<file path="config.mk">
export PLATFORM = sky130hd
export DESIGN_NAME = mul_issue_ctrl
export DESIGN_NICKNAME = d
export VERILOG_FILES = /design/src/rtl/mul_pkg.sv /design/src/rtl/mul_issue_ctrl.sv
export SDC_FILE = /design/constraint.sdc
export NUM_CORES = 1
export LEC_CHECK = 0
export ABC_CLOCK_PERIOD_IN_PS = 1460
export BUFFER_PORTS_ARGS = -buffer_cell sky130_fd_sc_hd__buf_2
export CELL_PAD_IN_SITES_DETAIL_PLACEMENT = 0
export CELL_PAD_IN_SITES_GLOBAL_PLACEMENT = 1
export CORE_UTILIZATION = 31
export CTS_CLUSTER_SIZE = 24
export DETAILED_ROUTE_END_ITERATION = 12
export GPL_ROUTABILITY_DRIVEN = 1
export PLACE_DENSITY_LB_ADDON = 0.1
export SKIP_CTS_REPAIR_TIMING = 1
export SYNTH_ARGS = -nofsm -noshare
export SYNTH_HDL_FRONTEND = slang
export SYNTH_SLANG_ARGS = --single-unit
</file>
<file path="constraint.sdc">
create_clock -name clk -period 1.46 [get_ports clk]
set_input_delay 0.146 -clock clk [delete_from_list [all_inputs] [get_ports clk]]
set_output_delay 0.146 -clock clk [all_outputs]
set_load 0.05 [all_outputs]
</file>
<file path="src/rtl/mul_pkg.sv">
// mul_pkg: shared FSM states and funct3 codes for the multiply issue controller
package mul_pkg;
  typedef enum logic [1:0] {IDLE, BUSY, RESP} state_t;
  localparam logic [2:0] MUL    = 3'b000;
  localparam logic [2:0] MULH   = 3'b001;
  localparam logic [2:0] MULHSU = 3'b010;
  localparam logic [2:0] MULHU  = 3'b011;
endpackage

</file>
<file path="src/rtl/mul_issue_ctrl.sv">
// mul_issue_ctrl: issues one multiply at a time to an external CE-pipelined multiplier and returns its result
module mul_issue_ctrl
  import mul_pkg::*;
#(
  parameter int MUL_LAT = 3
) (
  input  logic        clk,
  input  logic        reset,
  input  logic        flush,
  input  logic        req_valid,
  output logic        req_ready,
  input  logic [2:0]  req_funct3,
  input  logic [31:0] req_a,
  input  logic [31:0] req_b,
  input  logic [4:0]  req_rd,
  output logic        mul_ce,
  output logic [31:0] mul_a,
  output logic [31:0] mul_b,
  output logic [2:0]  mul_funct3,
  input  logic [31:0] mul_result,
  output logic        rsp_valid,
  input  logic        rsp_ready,
  output logic [31:0] rsp_result,
  output logic [4:0]  rsp_rd,
  output logic        busy
);
  state_t state, state_nxt;
  logic [2:0] cnt;
  logic accept, legal, done;
  assign req_ready = !flush && (state == IDLE || (state == RESP && rsp_ready));
  assign accept = req_valid && req_ready;
  assign legal = !req_funct3[2];
  assign done = state == BUSY && cnt == 3'd0;
  assign mul_ce = state == BUSY;
  assign rsp_valid = state == RESP;
  assign busy = state != IDLE;
  always_comb
    state_nxt = flush ? IDLE
              : accept ? (legal ? BUSY : RESP)
              : done ? RESP
              : (rsp_valid && rsp_ready) ? IDLE
              : state;
  always_ff @(posedge clk)
    state <= reset ? IDLE : state_nxt;
  always_ff @(posedge clk)
    if (reset) begin
      cnt <= '0;
      mul_a <= '0;
      mul_b <= '0;
      mul_funct3 <= '0;
      rsp_result <= '0;
      rsp_rd <= '0;
    end else begin
      if (accept && legal) begin
        mul_a <= req_a;
        mul_b <= req_b;
        mul_funct3 <= req_funct3;
        cnt <= 3'(MUL_LAT - 1);
      end else if (mul_ce && !done) cnt <= cnt - 3'd1;
      if (accept) rsp_rd <= req_rd;
      if (accept && !legal) rsp_result <= '0;
      else if (done && !flush) rsp_result <= mul_result;
    end
endmodule

</file>
Word level (Yosys, flattened, before mapping):

Index checks and enable logic that the tools add are counted.

* register bits after elaboration: 109
* bits in latches: 0
* RAM bits: 0
* bits in read-only memories: 0
* bits of input ports: 109
* output and inout bits: 108
* memories: 0

* add/sub/neg operators: 1
* multipliers: 0
* divide/modulo/power cells: 0
* order comparisons: 0
* eq/ne operators: 2
* shifts and indexed selects: 0
* multiplexer cells: 6
* bitwise gates (word level): 0
* reduce and logical (&&, ||, !) cells: 20

Operators with widths (count)
* 2-bit 2-to-1 mux: 6
* 1-bit logical AND: 8
* 2-bit OR reduction: 3
* 2-bit nonzero test: 2
* 1-bit zero test: 3
* 3-bit zero test: 1
* 3-bit nonzero test: 1
* 3-bit by 1-bit subtractor with 3-bit output, second input constant: 1
* 2-bit by 1-bit == test with 1-bit output, second input constant: 1
* 2-bit == test, second input constant: 1
* 2-bit zero test: 1
* 1-bit logical OR: 1

Depth between registers and ports, before layout:

* depth in word-level cells: 7
* depth in mapped cells: 8

Least setup slack after synthesis:

OpenSTA, ideal clock, no wires.

* path type: register -> register
* start point: reg state[0]
* end point: reg mul_b[13]
* library setup time: 0.072 ns
* arrival time: 1.428 ns
* data required time: 1.388 ns
* slack: -0.040 ns
* cell stages (with the launch flop): 8
* buffers on the path: 4
* clock period less this slack: 1.500 ns
* cell sequence: dfxtp_1 > or2_0 > buf_2 > nor4_2 > buf_4 > buf_12 > buf_12 > mux2i_1

* word-level cells in the longest chain between the ends: 6
* elaborated cells on any way between the ends: 7
* those cells by class: 1 x eq/ne; 6 x reduce/logical

RTL lines
* from (decl): RTL line mul_issue_ctrl.sv:27 `state_t state, state_nxt;`
* from (signal assigned): RTL line mul_issue_ctrl.sv:44 `state <= reset ? IDLE : state_nxt;`
* 2-bit == test: RTL line mul_issue_ctrl.sv:30 `assign req_ready = !flush && (state == IDLE || (state == RESP && rsp_ready));`
* 1-bit logical AND: RTL line mul_issue_ctrl.sv:30
* 1-bit logical OR (*): RTL line mul_issue_ctrl.sv:30
* 1-bit logical AND (*): RTL line mul_issue_ctrl.sv:30
* 1-bit logical AND (*): RTL line mul_issue_ctrl.sv:31 `assign accept = req_valid && req_ready;`
* 1-bit logical AND (*): RTL line mul_issue_ctrl.sv:54 `if (accept && legal) begin`
* to (signal assigned): RTL line mul_issue_ctrl.sv:56 `mul_b <= req_b;`
* to (decl): RTL line mul_issue_ctrl.sv:18 `output logic [31:0] mul_b,`

Every way passes the cells marked *; elsewhere a longest branch is shown, timed or not.
A chain may end at the register's enable or synchronous reset.

Worst setup path after layout:

* start point: reg state[0]
* end point: out req_ready

* word-level cells in the longest chain between the ends: 4
* elaborated cells on any way between the ends: 5
* those cells by class: 1 x eq/ne; 4 x reduce/logical

RTL lines
* 2-bit == test: RTL line mul_issue_ctrl.sv:30
* 1-bit logical AND: RTL line mul_issue_ctrl.sv:30
* 1-bit logical OR (*): RTL line mul_issue_ctrl.sv:30
* 1-bit logical AND (*): RTL line mul_issue_ctrl.sv:30
* to (decl): RTL line mul_issue_ctrl.sv:11 `output logic req_ready,`

Marks and branches as above.

==> results.yml <==
grt:
  grt_antenna_before_repair: 0
  grt_max_degree: 80
  grt_pass1_vias: 4100
  grt_usage_pct: 16.06
  grt_pass1_wl_um: 20220
  grt_overflow_total: 0
timing:
  setup_ws_ns: -0.04815
  fin_crit_sh_pct: 103.3
  hold_ws_ns: 0.03662
  min_period_ns: 1.508
  fin_setup_tns_ns: -0.08514
  rsz0062_at_grt: "yes"
  setup_viol: 6
  max_freq_mhz: 663.1
  fin_worst_skew_ns: 0.006703
  hold_viol: 0
  worst_slew_pin_slew_ns: 0.3562
  slew_viol_final: 0
  relSlewSlack_pct: 76.26
cts:
  clk_path_buf_depth: 2
  cts_sinks: 109
  htreeDepth: 3
  cts_root_buf: "clkbuf_16"
  clk_latency_ns: 0.35
  path_clk_slew_ns: 0.08
  cts_tree: "built"
  cts_buffers: 9
min_path:
  whs_endpoint: "rsp_result[1]"
  hold_path_depth: 3
  min_from: "mul_result[1]"
  hold_class: "in -> reg"
floorplanning:
  floorplan.die_area_sq_um: 15820
  fp.dieH_um: 125.8
  fp.coreArea_sq_um: 14750
  start_util_pct: 32.19
  die_w_um: 125.8
  fp-row-count: 44
  io_pins: 217
yosys:
  synth.net_count: 614
  synth_area_leader_cell: "dfxtp_1"
  seq_area_frac_synth_pct: 45.94
  synth_edf_count: 0
  synth-xor-area-share_pct: 0
  synth_mux_area_share_pct: 14.12
  netlist_area_sq_um: 4750
  synth-async-reset-ratio_pct: 0
  ys.flop_type: "dfxtp_1"
  netlist.area_leader.share_pct: 45.94
  synthCells: 503
  yosysWarnings: 0
  synthTopCellsByArea: "dfxtp_1, nand2b_1, mux2i_1, a21oi_1, o21ai_0"
  synthAdderAreaFrac_pct: 0.5269
  postSynthAreaPerCell_sq_um: 9.442
  synthSimpleGateAreaFrac_pct: 24.58
  ys_ff_latch: 109
  ys_types: 34
  synth_compound_area_share_pct: 9.326
  synth_top_family_by_area: "simple AND/OR/NAND/NOR gates"
worst_setup_path:
  cp-start-kind: "register"
  cp-end-kind: "primary output"
  worst_ep_required_time_ns: 1.31
  timing.rr.start: "state[0]"
  r2r_cells: 5
  rr_endpoint: "mul_b[5]"
  crit_path_max_fanout: 6
  worstPathArrival_ns: 1.36
  crit_type: "reg -> out"
  r2r_slack_ns: -0.02
pwr:
  power.leakage_nw: 2.886
  pwr-share-comb_pct: 15.5
  p_per_area_nw_per_um2: 977.7
  p_int_mw: 4.666
  power_switching_mw: 1.803
  p_clk_share_pct: 36.7
  ir_worst_vdd_v: 0.0005811
  p_seq_share_pct: 47.8
  total_power_mw: 6.469
  switching_share_pct: 27.87
cells_and_area:
  layout-drive-gt1-share_pct: 38.50
  n_antenna_cell: 0
  fillers: 1504
  finish.utilization_pct: 44.84
  nets: 828
  seq_area_sq_um: 2186
  final_area_sq_um: 6616
  layout_common_cells: "buf_2, nand2b_1, dfxtp_1"
  multi_input_area_sq_um: 2370
  area_growth_pct: 39.30
  final_common_cell: "buf_2"
route:
  wl_per_cell_um: 14.40
  drtPass1Iterations: 4
  drc: 0
  postRouteAntennaNets: 0
  drt_iter0_markers: 168
  num_vias: 4243
  viasPerCell: 4.683
  finalWirelength_um: 13050
placement:
  gp_congestion: 0.7550
  place_area_sq_um: 6206
  hpwl_um: 9211
  port_buffers: 216
run:
  drv_cap: 0
status:
  failed_checks: "setup timing"
  status: "finished, violations left"
==> synth_stat cells (2+ instances only) <==
library cell / n
nand4_1: 6
buf_1: 3
mux2i_1: 67
a211oi_1: 3
nand2b_1: 135
inv_1: 6
buf_12: 2
ha_1: 2
a21oi_1: 37
buf_4: 6
nor2_1: 3
buf_2: 5
nor2b_1: 3
o31ai_1: 5
clkbuf_1: 27
or3_1: 2
nand3_1: 32
o21ai_0: 35
dfxtp_1: 109
==> state kept, by name, indices dropped and copies added, names as in the netlist <==
name        count
rsp_rd          5
state           2
rsp_result     32
mul_b          32
mul_a          32
mul_funct3      3
cnt             3
==> metrics by stage <==
stage,cells,setup WS [ns]
final,906,-0.04815
after global routing,906,-0.1042
after CTS,902,-0.2541
after detailed placement,886,-0.07232
after global placement,886,-0.01122
after floorplan,503,-0.03990
==> logic make-up after synthesis <==
logic type	count (synthesis)
multiplexers	67
flip-flops	109
AND/OR/NAND/NOR	191
buffers and inverters	51
AO/OA/AOI/OAI	83
adder cells (fa/ha/maj)	2
==> worst max-delay path by stage <==
stage           endpoint      from  cells after the start  slack, ns
4_1_cts        req_ready  state[1]                      4      -0.25
2_1_floorplan  mul_b[13]  state[0]                      7      -0.04
3_3_place_gp    mul_b[4]  state[0]                      5      -0.01
6_report       req_ready  state[0]                      4      -0.05
3_5_place_dp    mul_b[5]  state[0]                      5      -0.07
5_1_grt         mul_a[5]  state[0]                      5      -0.10
==> layer usage <==
layer / vias up / routed length (um) / global-route usage, %
met5: - / 0 / 0
met4: 0 / 133 / 4.819
met3: 7 / 912 / 5.650
met2: 133 / 6137 / 25.85
met1: 1978 / 5864 / 20.19
li1: 2125 / - / -
==> power groups by stage <==
stage | registers, mW | logic, mW | clock network (mW)
3_3_place_gp | 3.16 | 0.973 | 0
2_1_floorplan | 3.42 | 0.359 | 0
3_5_place_dp | 3.16 | 0.986 | 0
4_1_cts | 3.09 | 0.989 | 2.48
6_report | 3.09 | 1.00 | 2.38
5_1_grt | 3.10 | 1.07 | 2.59
==> worst max-delay path, stage by stage, from the launching register on <==
cell and delay, ns:
dfxtp_2 0.32, or2_4 0.26, buf_4 0.17, nor2_4 0.12, buf_8 0.15
==> final cells by class <==
type | count | area share [%]
multi-input cells | 343 | 35.82
clock inverters | 6 | 0.6997
clock buffers | 10 | 3.612
repair buffers | 248 | 23.01
inverters | 6 | 0.3404
flip-flops and latches | 109 | 33.04
well taps | 184 | 3.480
(Power assumes the default switching activity.)
